### config.mk
export PLATFORM = sky130hd
export DESIGN_NAME = id_stage_flat
export DESIGN_NICKNAME = d
export VERILOG_FILES = /design/src/rtl/id_stage_if.sv /design/src/rtl/id_stage.sv /design/src/flat_wrapper.sv
export SDC_FILE = /design/constraint.sdc
export NUM_CORES = 1
export LEC_CHECK = 0
export BUFFER_PORTS_ARGS = -buffer_cell sky130_fd_sc_hd__buf_4
export CELL_PAD_IN_SITES_DETAIL_PLACEMENT = 1
export CELL_PAD_IN_SITES_GLOBAL_PLACEMENT = 1
export CORE_ASPECT_RATIO = 1.4
export CORE_UTILIZATION = 37
export CTS_BUF_LIST = sky130_fd_sc_hd__clkbuf_4
export DETAILED_ROUTE_END_ITERATION = 10
export PLACE_DENSITY = 0.87
export SLEW_MARGIN = 10
export SYNTH_ARGS = -nofsm -noshare
export SYNTH_HDL_FRONTEND = slang
export SYNTH_SLANG_ARGS = --single-unit
export TNS_END_PERCENT = 10
### constraint.sdc
create_clock -name clk -period 2.6 [get_ports clk]
set_input_delay 0.26 -clock clk [delete_from_list [all_inputs] [get_ports clk]]
set_output_delay 0.26 -clock clk [all_outputs]
set_load 0.02 [all_outputs]
### src/rtl/id_stage_if.sv
// ============================================================
// Module  : id_stage_if
// Brief   : IF->ID->EX bus of the decode stage (fetch handshake, regfile
//           read, ID/EX payload, writeback retire, flush).
//           IDU_ILLEGAL_EN adds the illegal flag.
// Rev     : 1.0
// ============================================================
`default_nettype none

interface id_stage_if #(
  parameter int DATA_WIDTH = 32
);
  logic                  in_valid;
  logic                  in_ready;
  logic [DATA_WIDTH-1:0] in_pc;
  logic [31:0]           in_inst;
  logic [4:0]            rs1_addr;
  logic [4:0]            rs2_addr;
  logic [DATA_WIDTH-1:0] rs1_data;
  logic [DATA_WIDTH-1:0] rs2_data;
  logic                  out_valid;
  logic                  out_ready;
  logic [DATA_WIDTH-1:0] out_pc;
  logic [DATA_WIDTH-1:0] alu_a;
  logic [DATA_WIDTH-1:0] alu_b;
  logic [3:0]            alu_ctr;
  logic [DATA_WIDTH-1:0] imm;
  logic [DATA_WIDTH-1:0] store_data;
  logic [4:0]            rd;
  logic                  reg_we;
  logic [1:0]            wb_sel;
  logic                  mem_re;
  logic                  mem_we;
  logic [2:0]            mem_op;
  logic [2:0]            br_type;
  logic                  ebreak;
`ifdef IDU_ILLEGAL_EN
  logic                  illegal;
`endif
  logic                  wb_valid;
  logic [4:0]            wb_rd;
  logic                  flush;

  modport slave (
    input  in_valid, in_pc, in_inst, rs1_data, rs2_data, out_ready,
           wb_valid, wb_rd, flush,
    output in_ready, rs1_addr, rs2_addr, out_valid, out_pc, alu_a, alu_b,
           alu_ctr, imm, store_data, rd, reg_we, wb_sel, mem_re, mem_we,
           mem_op, br_type,
`ifdef IDU_ILLEGAL_EN
    output illegal,
`endif
    output ebreak
  );

  modport master (
    output in_valid, in_pc, in_inst, rs1_data, rs2_data, out_ready,
           wb_valid, wb_rd, flush,
    input  in_ready, rs1_addr, rs2_addr, out_valid, out_pc, alu_a, alu_b,
           alu_ctr, imm, store_data, rd, reg_we, wb_sel, mem_re, mem_we,
           mem_op, br_type,
`ifdef IDU_ILLEGAL_EN
    input  illegal,
`endif
    input  ebreak
  );
endinterface

`default_nettype wire

### src/rtl/id_stage.sv
// ============================================================
// Module  : id_stage
// Brief   : RV32I decode, operand/ALUctr select, ID/EX register and RAW
//           scoreboard. IDU_ILLEGAL_EN enables the illegal output.
// Rev     : 1.0
// ============================================================
`default_nettype none

module id_stage #(
  parameter int DATA_WIDTH = 32
) (
  input  logic       clk,
  input  logic       rst_n,
  id_stage_if.slave  bus
);
  localparam logic [6:0] OPC_LUI    = 7'b0110111;
  localparam logic [6:0] OPC_AUIPC  = 7'b0010111;
  localparam logic [6:0] OPC_JAL    = 7'b1101111;
  localparam logic [6:0] OPC_JALR   = 7'b1100111;
  localparam logic [6:0] OPC_BRANCH = 7'b1100011;
  localparam logic [6:0] OPC_LOAD   = 7'b0000011;
  localparam logic [6:0] OPC_STORE  = 7'b0100011;
  localparam logic [6:0] OPC_OPIMM  = 7'b0010011;
  localparam logic [6:0] OPC_OP     = 7'b0110011;
  localparam logic [6:0] OPC_FENCE  = 7'b0001111;
  localparam logic [6:0] OPC_SYSTEM = 7'b1110011;
  localparam logic [31:0] INST_ECALL  = 32'h0000_0073;
  localparam logic [31:0] INST_EBREAK = 32'h0010_0073;

  typedef struct packed {
    logic [DATA_WIDTH-1:0] pc;
    logic [DATA_WIDTH-1:0] alu_a;
    logic [DATA_WIDTH-1:0] alu_b;
    logic [DATA_WIDTH-1:0] imm;
    logic [DATA_WIDTH-1:0] store_data;
    logic [3:0]            alu_ctr;
    logic [4:0]            rd;
    logic                  reg_we;
    logic [1:0]            wb_sel;
    logic                  mem_re;
    logic                  mem_we;
    logic [2:0]            mem_op;
    logic [2:0]            br_type;
    logic                  ebreak;
  } idex_t;

  function automatic logic [3:0] alu_fn(input logic [2:0] f3, input logic alt);
    logic [3:0] code;
    case (f3)
      3'b000:  code = alt ? 4'b1000 : 4'b0000;
      3'b001:  code = 4'b0001;
      3'b010:  code = 4'b0010;
      3'b011:  code = 4'b1010;
      3'b100:  code = 4'b0100;
      3'b101:  code = alt ? 4'b1101 : 4'b0101;
      3'b110:  code = 4'b0110;
      default: code = 4'b0111;
    endcase
    return code;
  endfunction

  logic [31:0]           inst;
  logic [2:0]            f3;
  logic [6:0]            f7;
  logic [4:0]            rd_f;
  logic [DATA_WIDTH-1:0] imm_i, imm_s, imm_b, imm_u, imm_j, shamt;
  idex_t                 dec;
  logic                  dec_ill, dec_wr, use_rs1, use_rs2;
  logic                  stall, accept;
  idex_t                 idex_d, idex_q;
  logic                  out_valid_d, out_valid_q;
  logic [31:0]           busy_d, busy_q;

  assign inst  = bus.in_inst;
  assign f3    = inst[14:12];
  assign f7    = inst[31:25];
  assign rd_f  = inst[11:7];
  assign imm_i = {{20{inst[31]}}, inst[31:20]};
  assign imm_s = {{20{inst[31]}}, inst[31:25], inst[11:7]};
  assign imm_b = {{19{inst[31]}}, inst[31], inst[7], inst[30:25], inst[11:8], 1'b0};
  assign imm_u = {inst[31:12], 12'b0};
  assign imm_j = {{11{inst[31]}}, inst[31], inst[19:12], inst[20], inst[30:21], 1'b0};
  assign shamt = {{(DATA_WIDTH-5){1'b0}}, inst[24:20]};

  assign bus.rs1_addr = inst[19:15];
  assign bus.rs2_addr = inst[24:20];

  always_comb begin
    dec     = '0;
    dec.pc  = bus.in_pc;
    dec_ill = 1'b0;
    dec_wr  = 1'b0;
    use_rs1 = 1'b0;
    use_rs2 = 1'b0;
    case (inst[6:0])
      OPC_LUI: begin
        dec.alu_b = imm_u; dec.imm = imm_u; dec.alu_ctr = 4'b0011; dec_wr = 1'b1;
      end
      OPC_AUIPC: begin
        dec.alu_a = bus.in_pc; dec.alu_b = imm_u; dec.imm = imm_u; dec_wr = 1'b1;
      end
      OPC_JAL, OPC_JALR: begin
        dec.alu_a   = bus.in_pc;
        dec.alu_b   = DATA_WIDTH'(4);
        dec.wb_sel  = 2'b10;
        dec_wr      = 1'b1;
        if (inst[3]) begin
          dec.imm = imm_j; dec.br_type = 3'b010;
        end else begin
          dec.imm = imm_i; dec.br_type = 3'b011; use_rs1 = 1'b1;
          dec_ill = (f3 != 3'b000);
        end
      end
      OPC_BRANCH: begin
        dec.alu_a = bus.rs1_data; dec.alu_b = bus.rs2_data; dec.imm = imm_b;
        dec.br_type = 3'b001; dec.mem_op = f3; use_rs1 = 1'b1; use_rs2 = 1'b1;
        case (f3[2:1])
          2'b00:   dec.alu_ctr = 4'b1000;
          2'b10:   dec.alu_ctr = 4'b0010;
          2'b11:   dec.alu_ctr = 4'b1010;
          default: dec_ill     = 1'b1;
        endcase
      end
      OPC_LOAD: begin
        dec.alu_a = bus.rs1_data; dec.alu_b = imm_i; dec.imm = imm_i;
        dec.mem_re = 1'b1; dec.mem_op = f3; dec.wb_sel = 2'b01;
        dec_wr = 1'b1; use_rs1 = 1'b1;
        dec_ill = (f3 == 3'b011) || (f3[2:1] == 2'b11);
      end
      OPC_STORE: begin
        dec.alu_a = bus.rs1_data; dec.alu_b = imm_s; dec.imm = imm_s;
        dec.mem_we = 1'b1; dec.mem_op = f3; dec.store_data = bus.rs2_data;
        use_rs1 = 1'b1; use_rs2 = 1'b1;
        dec_ill = f3[2] || (f3 == 3'b011);
      end
      OPC_OPIMM: begin
        // Only srai honours inst[30]; for addi it is just an immediate bit.
        dec.alu_a   = bus.rs1_data;
        dec.imm     = imm_i;
        dec.alu_ctr = alu_fn(f3, inst[30] && (f3 == 3'b101));
        dec.alu_b   = (f3[1:0] == 2'b01) ? shamt : imm_i;
        dec_wr      = 1'b1;
        use_rs1     = 1'b1;
        dec_ill     = ((f3 == 3'b001) && (f7 != 7'h00)) ||
                      ((f3 == 3'b101) && (f7 != 7'h00) && (f7 != 7'h20));
      end
      OPC_OP: begin
        dec.alu_a = bus.rs1_data; dec.alu_b = bus.rs2_data;
        dec.alu_ctr = alu_fn(f3, inst[30]);
        dec_wr = 1'b1; use_rs1 = 1'b1; use_rs2 = 1'b1;
        dec_ill = !((f7 == 7'h00) ||
                    ((f7 == 7'h20) && ((f3 == 3'b000) || (f3 == 3'b101))));
      end
      OPC_FENCE: ;
      OPC_SYSTEM: begin
        if (inst == INST_EBREAK) dec.ebreak = 1'b1;
        else if (inst != INST_ECALL) dec_ill = 1'b1;
      end
      default: dec_ill = 1'b1;
    endcase
    if (dec_ill) begin
      dec.mem_re = 1'b0; dec.mem_we = 1'b0; dec.br_type = 3'b000;
      dec.wb_sel = 2'b00; dec.ebreak = 1'b0;
      dec_wr = 1'b0; use_rs1 = 1'b0; use_rs2 = 1'b0;
    end
    dec.reg_we = dec_wr && (rd_f != 5'd0);
    dec.rd     = dec.reg_we ? rd_f : 5'd0;
  end

  assign stall  = bus.in_valid && ((use_rs1 && busy_q[bus.rs1_addr]) ||
                                   (use_rs2 && busy_q[bus.rs2_addr]));
  assign bus.in_ready = !bus.flush && !stall && (!out_valid_q || bus.out_ready);
  assign accept = bus.in_valid && bus.in_ready;

  always_comb begin
    idex_d      = accept ? dec : idex_q;
    out_valid_d = out_valid_q;
    if (accept)                           out_valid_d = 1'b1;
    else if (bus.out_ready || bus.flush)  out_valid_d = 1'b0;

    busy_d = busy_q;
    if (bus.wb_valid) busy_d[bus.wb_rd] = 1'b0;
    // A dropped instruction will never retire, so release its claim here.
    if (bus.flush && out_valid_q && !bus.out_ready && idex_q.reg_we)
      busy_d[idex_q.rd] = 1'b0;
    if (accept && dec.reg_we) busy_d[dec.rd] = 1'b1;
    busy_d[0] = 1'b0;
  end

  always_ff @(posedge clk or negedge rst_n) begin
    if (!rst_n) begin
      idex_q      <= '0;
      out_valid_q <= 1'b0;
      busy_q      <= '0;
    end else begin
      idex_q      <= idex_d;
      out_valid_q <= out_valid_d;
      busy_q      <= busy_d;
    end
  end

`ifdef IDU_ILLEGAL_EN
  logic illegal_d, illegal_q;
  assign illegal_d = accept ? dec_ill : illegal_q;
  always_ff @(posedge clk or negedge rst_n) begin
    if (!rst_n) illegal_q <= 1'b0;
    else        illegal_q <= illegal_d;
  end
  assign bus.illegal = illegal_q;
`endif

  assign bus.out_valid  = out_valid_q;
  assign bus.out_pc     = idex_q.pc;
  assign bus.alu_a      = idex_q.alu_a;
  assign bus.alu_b      = idex_q.alu_b;
  assign bus.alu_ctr    = idex_q.alu_ctr;
  assign bus.imm        = idex_q.imm;
  assign bus.store_data = idex_q.store_data;
  assign bus.rd         = idex_q.rd;
  assign bus.reg_we     = idex_q.reg_we;
  assign bus.wb_sel     = idex_q.wb_sel;
  assign bus.mem_re     = idex_q.mem_re;
  assign bus.mem_we     = idex_q.mem_we;
  assign bus.mem_op     = idex_q.mem_op;
  assign bus.br_type    = idex_q.br_type;
  assign bus.ebreak     = idex_q.ebreak;
endmodule

`default_nettype wire

### src/flat_wrapper.sv
// flat-port wrapper written by rule: the top's interface ports become plain ports
module id_stage_flat 
#(
  parameter int DATA_WIDTH = 32
)
  (clk, rst_n, bus_in_valid, bus_in_pc, bus_in_inst, bus_rs1_data, bus_rs2_data, bus_out_ready, bus_wb_valid, bus_wb_rd, bus_flush, bus_in_ready, bus_rs1_addr, bus_rs2_addr, bus_out_valid, bus_out_pc, bus_alu_a, bus_alu_b, bus_alu_ctr, bus_imm, bus_store_data, bus_rd, bus_reg_we, bus_wb_sel, bus_mem_re, bus_mem_we, bus_mem_op, bus_br_type, bus_ebreak);
  id_stage_if #(.DATA_WIDTH(DATA_WIDTH)) bus_i ();
  input  logic clk;
  input  logic rst_n;
  input wire logic [$bits(bus_i.in_valid)-1:0] bus_in_valid;
  input wire logic [$bits(bus_i.in_pc)-1:0] bus_in_pc;
  input wire logic [$bits(bus_i.in_inst)-1:0] bus_in_inst;
  input wire logic [$bits(bus_i.rs1_data)-1:0] bus_rs1_data;
  input wire logic [$bits(bus_i.rs2_data)-1:0] bus_rs2_data;
  input wire logic [$bits(bus_i.out_ready)-1:0] bus_out_ready;
  input wire logic [$bits(bus_i.wb_valid)-1:0] bus_wb_valid;
  input wire logic [$bits(bus_i.wb_rd)-1:0] bus_wb_rd;
  input wire logic [$bits(bus_i.flush)-1:0] bus_flush;
  output wire logic [$bits(bus_i.in_ready)-1:0] bus_in_ready;
  output wire logic [$bits(bus_i.rs1_addr)-1:0] bus_rs1_addr;
  output wire logic [$bits(bus_i.rs2_addr)-1:0] bus_rs2_addr;
  output wire logic [$bits(bus_i.out_valid)-1:0] bus_out_valid;
  output wire logic [$bits(bus_i.out_pc)-1:0] bus_out_pc;
  output wire logic [$bits(bus_i.alu_a)-1:0] bus_alu_a;
  output wire logic [$bits(bus_i.alu_b)-1:0] bus_alu_b;
  output wire logic [$bits(bus_i.alu_ctr)-1:0] bus_alu_ctr;
  output wire logic [$bits(bus_i.imm)-1:0] bus_imm;
  output wire logic [$bits(bus_i.store_data)-1:0] bus_store_data;
  output wire logic [$bits(bus_i.rd)-1:0] bus_rd;
  output wire logic [$bits(bus_i.reg_we)-1:0] bus_reg_we;
  output wire logic [$bits(bus_i.wb_sel)-1:0] bus_wb_sel;
  output wire logic [$bits(bus_i.mem_re)-1:0] bus_mem_re;
  output wire logic [$bits(bus_i.mem_we)-1:0] bus_mem_we;
  output wire logic [$bits(bus_i.mem_op)-1:0] bus_mem_op;
  output wire logic [$bits(bus_i.br_type)-1:0] bus_br_type;
  output wire logic [$bits(bus_i.ebreak)-1:0] bus_ebreak;
  assign bus_i.in_valid = bus_in_valid;
  assign bus_i.in_pc = bus_in_pc;
  assign bus_i.in_inst = bus_in_inst;
  assign bus_i.rs1_data = bus_rs1_data;
  assign bus_i.rs2_data = bus_rs2_data;
  assign bus_i.out_ready = bus_out_ready;
  assign bus_i.wb_valid = bus_wb_valid;
  assign bus_i.wb_rd = bus_wb_rd;
  assign bus_i.flush = bus_flush;
  assign bus_in_ready = bus_i.in_ready;
  assign bus_rs1_addr = bus_i.rs1_addr;
  assign bus_rs2_addr = bus_i.rs2_addr;
  assign bus_out_valid = bus_i.out_valid;
  assign bus_out_pc = bus_i.out_pc;
  assign bus_alu_a = bus_i.alu_a;
  assign bus_alu_b = bus_i.alu_b;
  assign bus_alu_ctr = bus_i.alu_ctr;
  assign bus_imm = bus_i.imm;
  assign bus_store_data = bus_i.store_data;
  assign bus_rd = bus_i.rd;
  assign bus_reg_we = bus_i.reg_we;
  assign bus_wb_sel = bus_i.wb_sel;
  assign bus_mem_re = bus_i.mem_re;
  assign bus_mem_we = bus_i.mem_we;
  assign bus_mem_op = bus_i.mem_op;
  assign bus_br_type = bus_i.br_type;
  assign bus_ebreak = bus_i.ebreak;
  id_stage #(.DATA_WIDTH(DATA_WIDTH)) u_core (.clk(clk), .rst_n(rst_n), .bus(bus_i));
endmodule
Word-level counts from Yosys, hierarchy flattened
Cells that the tools add are included.

Register bits: 213. Output and inout port bits: 193. Word-level logic and storage cells: 155. Input bits: 139.

Bitwise gates (word level): 5. Eq/ne operators: 24. Mux-type cells: 52. Order comparisons: 8. Reductions and logical operators: 50.

Operators by type and width (count): $pmux 32 s6 (1); $mux 32 (5); $pmux 32 s5 (1); $and 32x32->32 (2); $not 32->32 (2); $pmux 32 s2 (1); $pmux 4 s7 (2); $eq 32x21->1 const B (1); $ne 32x7->1 const B (1); $or 32x32->32 (1); $lt 5x6->1 const B (5); $eq 7x6->1 const B (4); $eq 7x7->1 const B (4); $mux 1 (22); $mux 20 (1); $mux 4 (5); $logic_and 1x1->1 (19); $pmux 4 s4 (1); $demux 1 s5 (3); $ge 5x1->1 const B (3); $reduce_or 3->1 (5); $eq 7x5->1 const B (2); $pmux 4 s3 (1); $bmux 1 s5 (2); other kinds (25) (45).

Logic depth before layout (Yosys ltp)
Depth in word-level cells: 16. Mapped depth: 13. Mapped depth without buffers: 9.

Worst setup path before layout
No wires, ideal clock.

Path type: input port to flip-flop. From: input bus_in_inst[22]. To: register u_core.idex_q, in the netlist u_core.bus.out_pc[17]. Stages on the path: 11. Buffers on the path: 4. Library setup time: 0.125 ns. Arrival time: 2.803 ns. Required time: 2.475 ns. Slack: -0.328 ns. Path through: buf_2 or4_1 or3_1 o41ai_2 nand4_1 o311ai_2 and2_1 buf_4 buf_12 buf_8 mux2_4.

Cells in the longest elaborated chain, start to end: 12. Elaborated cells on any way between the ends: 17. Those cells by class: 2 x eq/ne; 7 x mux; 8 x reduce/logical.

Ends and longest elaborated chain: start: declaration (RTL line flat_wrapper.sv:12) `input wire logic [$bits(bus_i.in_inst)-1:0] bus_in_inst;`; $ne 32x7->1 (RTL line id_stage.sv:157) `else if (inst != INST_ECALL) dec_ill = 1'b1;`; $mux 1 (RTL line id_stage.sv:157); $mux 1 (RTL line id_stage.sv:156) `if (inst == INST_EBREAK) dec.ebreak = 1'b1;`; $pmux 1 s8 (RTL line id_stage.sv:95) `case (inst[6:0])`; $mux 1 (RTL line id_stage.sv:161) `if (dec_ill) begin`; $logic_and 1x1->1, on equally long branches (RTL line id_stage.sv:170, id_stage.sv:171); $logic_or 1x1->1 * (RTL line id_stage.sv:170) `assign stall = bus.in_valid && ((use_rs1 && busy_q[bus.rs1_addr]) ||`; $logic_and 1x1->1 * (RTL line id_stage.sv:170); $logic_not 1->1 * (RTL line id_stage.sv:172) `assign bus.in_ready = !bus.flush && !stall && (!out_valid_q || bus.out_ready);`; $logic_and 1x1->1 * (2 in a row) (RTL line id_stage.sv:172); $logic_and 1x1->1 * (RTL line id_stage.sv:173) `assign accept = bus.in_valid && bus.in_ready;`; end signal: assignment (RTL line id_stage.sv:196) `idex_q <= idex_d;`; end: declaration (RTL line id_stage.sv:70) `idex_t idex_d, idex_q;`.

Mark *: on every way between the ends. The rest lies on a longest branch, timed or not. The select of a mux whose other input is x is not followed. A chain may end at the register's enable or synchronous reset.

Final worst setup path
From: input bus_in_inst[13]. To: output bus_in_ready.

Cells in the longest elaborated chain, start to end: 13. Elaborated cells on any way between the ends: 35. Those cells by class: 7 x eq/ne; 7 x mux; 21 x reduce/logical.

Ends and longest elaborated chain: branches (longest 5 deep; another with $ne 32x7->1); $pmux 1 s8 * (RTL line id_stage.sv:95); $mux 1 (RTL line id_stage.sv:161); $logic_and 1x1->1, on equally long branches (RTL line id_stage.sv:170, id_stage.sv:171); $logic_or 1x1->1 * (RTL line id_stage.sv:170); $logic_and 1x1->1 * (RTL line id_stage.sv:170); $logic_not 1->1 * (RTL line id_stage.sv:172); $logic_and 1x1->1 * (2 in a row) (RTL line id_stage.sv:172); end: declaration (RTL line flat_wrapper.sv:19) `output wire logic [$bits(bus_i.in_ready)-1:0] bus_in_ready;`.

Every way passes the cells marked *.

==> metrics.md <==
| Metric | Value |
|---|---|
| DP Area | `around 0.014 sq mm` |
| Crit-path most repeated cell | `buf_4` |
| Clock Tree Root | `clkbuf_4` |
| Number of global-route vias before repair | `roughly 13000` |
| Max Root-Sink Buffers | `3` |
| Status | `complete, but fails checks` |
| Clock transition at the registers of the reported paths | `0.08 ns` |
| Unique cell type count in the Yosys netlist | `61` |
| Syn Nets | `roughly 1200` |
| Main synth FF type | `dfrtp_1` |
| Via/cell ratio | `6.586` |
| Antenna-violating nets left | `0` |
| Gate count of the mapped netlist | `roughly 1000` |
| Failing checks | `setup timing` |
| Count of clock tree sinks | `between 200 and 250` |
| CTS tree | `yes` |
| Max Slew Vio Count | `0` |
| Gr usage total | `0.3860` |
| Final hold vios | `0` |
| Commonest cells post-synth | `dfrtp_1, nand2_1, o21ai_0` |
| Top-area cell type share of the netlist area | `0.4768` |
| First-pass GRT wire length | `87290 um` |
| Maximum clock rate | `276.7 MHz` |
| CTS Buf Count | `53` |
| Detailed Route WL | `roughly 70000 um` |
| Cell Area, Synth | `~0.011 sq mm` |
| Fraction of layout cells with a size suffix above 1 | `0.4504` |
| Die Wd | `between 100 and 150 um` |
| Clock Skew | `roughly 0.08 ns` |
| Critical path type | `in -> out` |
| DRC | `0` |
| Drt wl/cell | `35.53 um` |
| RSZ-0062 raised after global routing | `true` |
| Avg Cell Area, Syn | `~11 sq um` |
| I/O Buffers | `330` |
| Largest net degree at the start of global routing | `89` |
| Congestion Overflow GR | `0` |
| Static Leak | `approximately 8.4 nW` |
| Vias | `12980` |
| Crit path time final | `approximately 3.6 ns` |
| Maximum Capacitance Violations | `0` |
| CP bufs+invs | `4` |
| CP top delay family | `simple AND/OR/NAND/NOR gates` |
| PD cells | `527.7 mW/mm^2` |
| WP data required | `~2.3 ns` |
| H-tree Lvls | `2` |
| #FFs+latches synth | `about 210` |
| Hold_ws | `0.09229 ns` |
| Area contributors post-synth | `dfrtp_1, mux2_4, o21ai_0, nand2_1, a22o_1` |
| Critical Path Start Type | `input port` |
| Worst setup margin | `-1.014 ns` |
| I/O pin count | `332` |
| CORE AREA | `~0.029 sq mm` |
| Post-synth EDFFs | `0` |
| DR pass1 iterations | `8` |
| Post-DP HPWL | `around 34000 um` |
| CP Capture Type | `output port` |
| Fin crit share | `1.390` |
| Initial antenna violation count | `9` |
| Clk_lat worst skew | `0.76 ns` |
| VDD IR max | `roughly 0.00027 V` |
| Actual slew at the worst max-slew pin | `1.285 ns` |
| GPL Wtd Cong | `~0.94` |
| Max_slew headroom | `0.1370` |
| DR iter-0 viols | `1564` |
| Placement Rows | `74` |
| Area leader, netlist | `dfrtp_1` |
| Initial Utilization | `0.3791` |
| Ys Warns | `0` |
| Worst path cell trace | `buf_4 > nor3_1 > nor4_1 > o21ai_0 > nand4_1 > buf_4 > or3_4 > inv_1 > a311oi_2 > buf_4` |
| Most numerous cell in the Yosys netlist | `dfrtp_1` |
| Hold Crit Class | `in -> reg` |
| Total Die Area | `a little over 0.03 sq mm` |
| Die height | `between 200 and 250 um` |
| Asr flop ratio synth | `1.000` |
| CP Max Fanout | `4` |
| Area Growth Syn to Fin | `54.42%` |
| Number of setup violations in the final report | `about 210` |
| Slowest stage cell, crit path | `nor3_1` |
| Share of the yosys chip area belonging to registers | `0.4768` |
| R2R setup slack | `-0.59 ns` |
| Fin Setup TNS | `-106.23 ns` |
| Final instance area | `0.01718 sq mm` |
| Critical Path AT | `3.35 ns` |
| CP peak stage delay | `1.02 ns` |
| Final net count | `about 1700` |
-- registers in the layout (all words and copies together), names as in the netlist --
register / cells
u_core.bus.alu_b: 32
u_core.bus.rd: 5
u_core.bus.mem_re: 1
u_core.bus.ebreak: 1
u_core.bus.imm: 32
u_core.bus.br_type: 2
u_core.bus.mem_op: 3
u_core.bus.alu_a: 32
u_core.bus.out_pc: 32
u_core.bus.wb_sel: 2
u_core.bus.mem_we: 1
u_core.bus.alu_ctr: 4
u_core.bus.store_data: 32
u_core.bus.out_valid: 1
u_core.bus.reg_we: 1
u_core.busy_q: 31
-- kinds of logic (layout without fill, tap and decap cells) --
family / count (synthesis) / after routing / share of synthesized area
AND/OR/NAND/NOR: 315 / 315 / 0.1375
AO/OA/AOI/OAI: 221 / 221 / 0.1413
flip-flops: 212 / 212 / 0.4768
multiplexers: 147 / 147 / 0.1878
buffers and inverters: 110 / 682 / 0.05094
adder cells (fa/ha/maj): 4 / 4 / 0.004499
other: 1 / 8 / 0.0003371
XOR/XNOR: 1 / 1 / 0.0007874
-- report_power, final --
part / internal, mW / switching, mW / total (mW)
Sequential: 3.46 / 0.164 / 3.62
Clock: 1.43 / 1.76 / 3.19
Combinational: 1.05 / 1.20 / 2.25
-- area by class of cell --
class | count | area [sq um]
clock inverters | 23 | 113.9
fillers | 3079 | 12170
clock buffers | 75 | 563.0
diodes | 7 | 17.52
well taps | 380 | 475.5
flip-flops and latches | 212 | 5305
inverters | 12 | 45.04
multi-input cells | 689 | 5585
repair buffers | 572 | 5075
-- through the flow --
step	setup WS, ns	power, mW	cells	util
after global placement	-0.5716	5.186	1720	0.4925
after global routing	-0.8689	9.256	1966	0.5850
after CTS	-0.5103	8.399	1942	0.5666
after floorplan	-0.2668	4.417	1011	-
after detailed placement	-0.6884	5.248	1720	0.4925
final	-1.014	9.067	1970	0.5853
-- cells in the final DEF, fill, tap and decap left out, types with 26 or more instances in the layout --
| master | Yosys | layout |
|---|---|---|
| o221ai_1 | 30 | 30 |
| nand2_1 | 120 | 117 |
| o21ai_1 | 0 | 41 |
| dlygate4sd3_1 | 0 | 113 |
| clkbuf_4 | 0 | 75 |
| a22o_1 | 51 | 51 |
| buf_4 | 14 | 412 |
| o21ai_0 | 91 | 42 |
| nor2_1 | 27 | 26 |
| mux2_4 | 80 | 113 |
| nand3_1 | 78 | 74 |
| dfrtp_1 | 212 | 212 |
-- tightest hold or removal path, delay by kind of cell --
kind,cells,cell delay [ns]
buffers and inverters,2,0.39
AO/OA/AOI/OAI,1,0.13
-- path summary, 6_finish.rpt --
check / startpoint / to / cells past startpoint
min reg2reg: u_core.bus.alu_a[3] / u_core.bus.alu_a[3] / 1
max in group asynchronous: rst_n / u_core.bus.alu_ctr[3] / 4
max reg2reg: u_core.busy_q[12] / u_core.bus.store_data[27] / 11
max: bus_in_inst[13] / bus_in_ready / 10
min in group asynchronous: rst_n / u_core.bus.alu_b[7] / 3
min: bus_in_inst[8] / u_core.busy_q[1] / 3
-- metal layers --
| layer | up-vias | routed length (um) | track usage |
|---|---|---|---|
| met3 | 540 | 7510 | 0.09626 |
| met4 | 8 | 7400 | 0.2851 |
| met2 | 1278 | 32900 | 0.6616 |
| li1 | 4800 | - | - |
| met1 | 6349 | 22100 | 0.4042 |
| met5 | - | 89 | 0 |
-- what timing repair did --
action | in CTS | in global routing
buffers inserted | 6 | 20
hold endpoints to repair | 355 | 0
setup endpoints to repair | 170 | 208
hold buffers | 113 | 0
gates resized for setup | 32 | 123
cloned | 5 | 2
pin swaps | 2 | 7
Note: power is estimated with default switching activity, not from simulation.
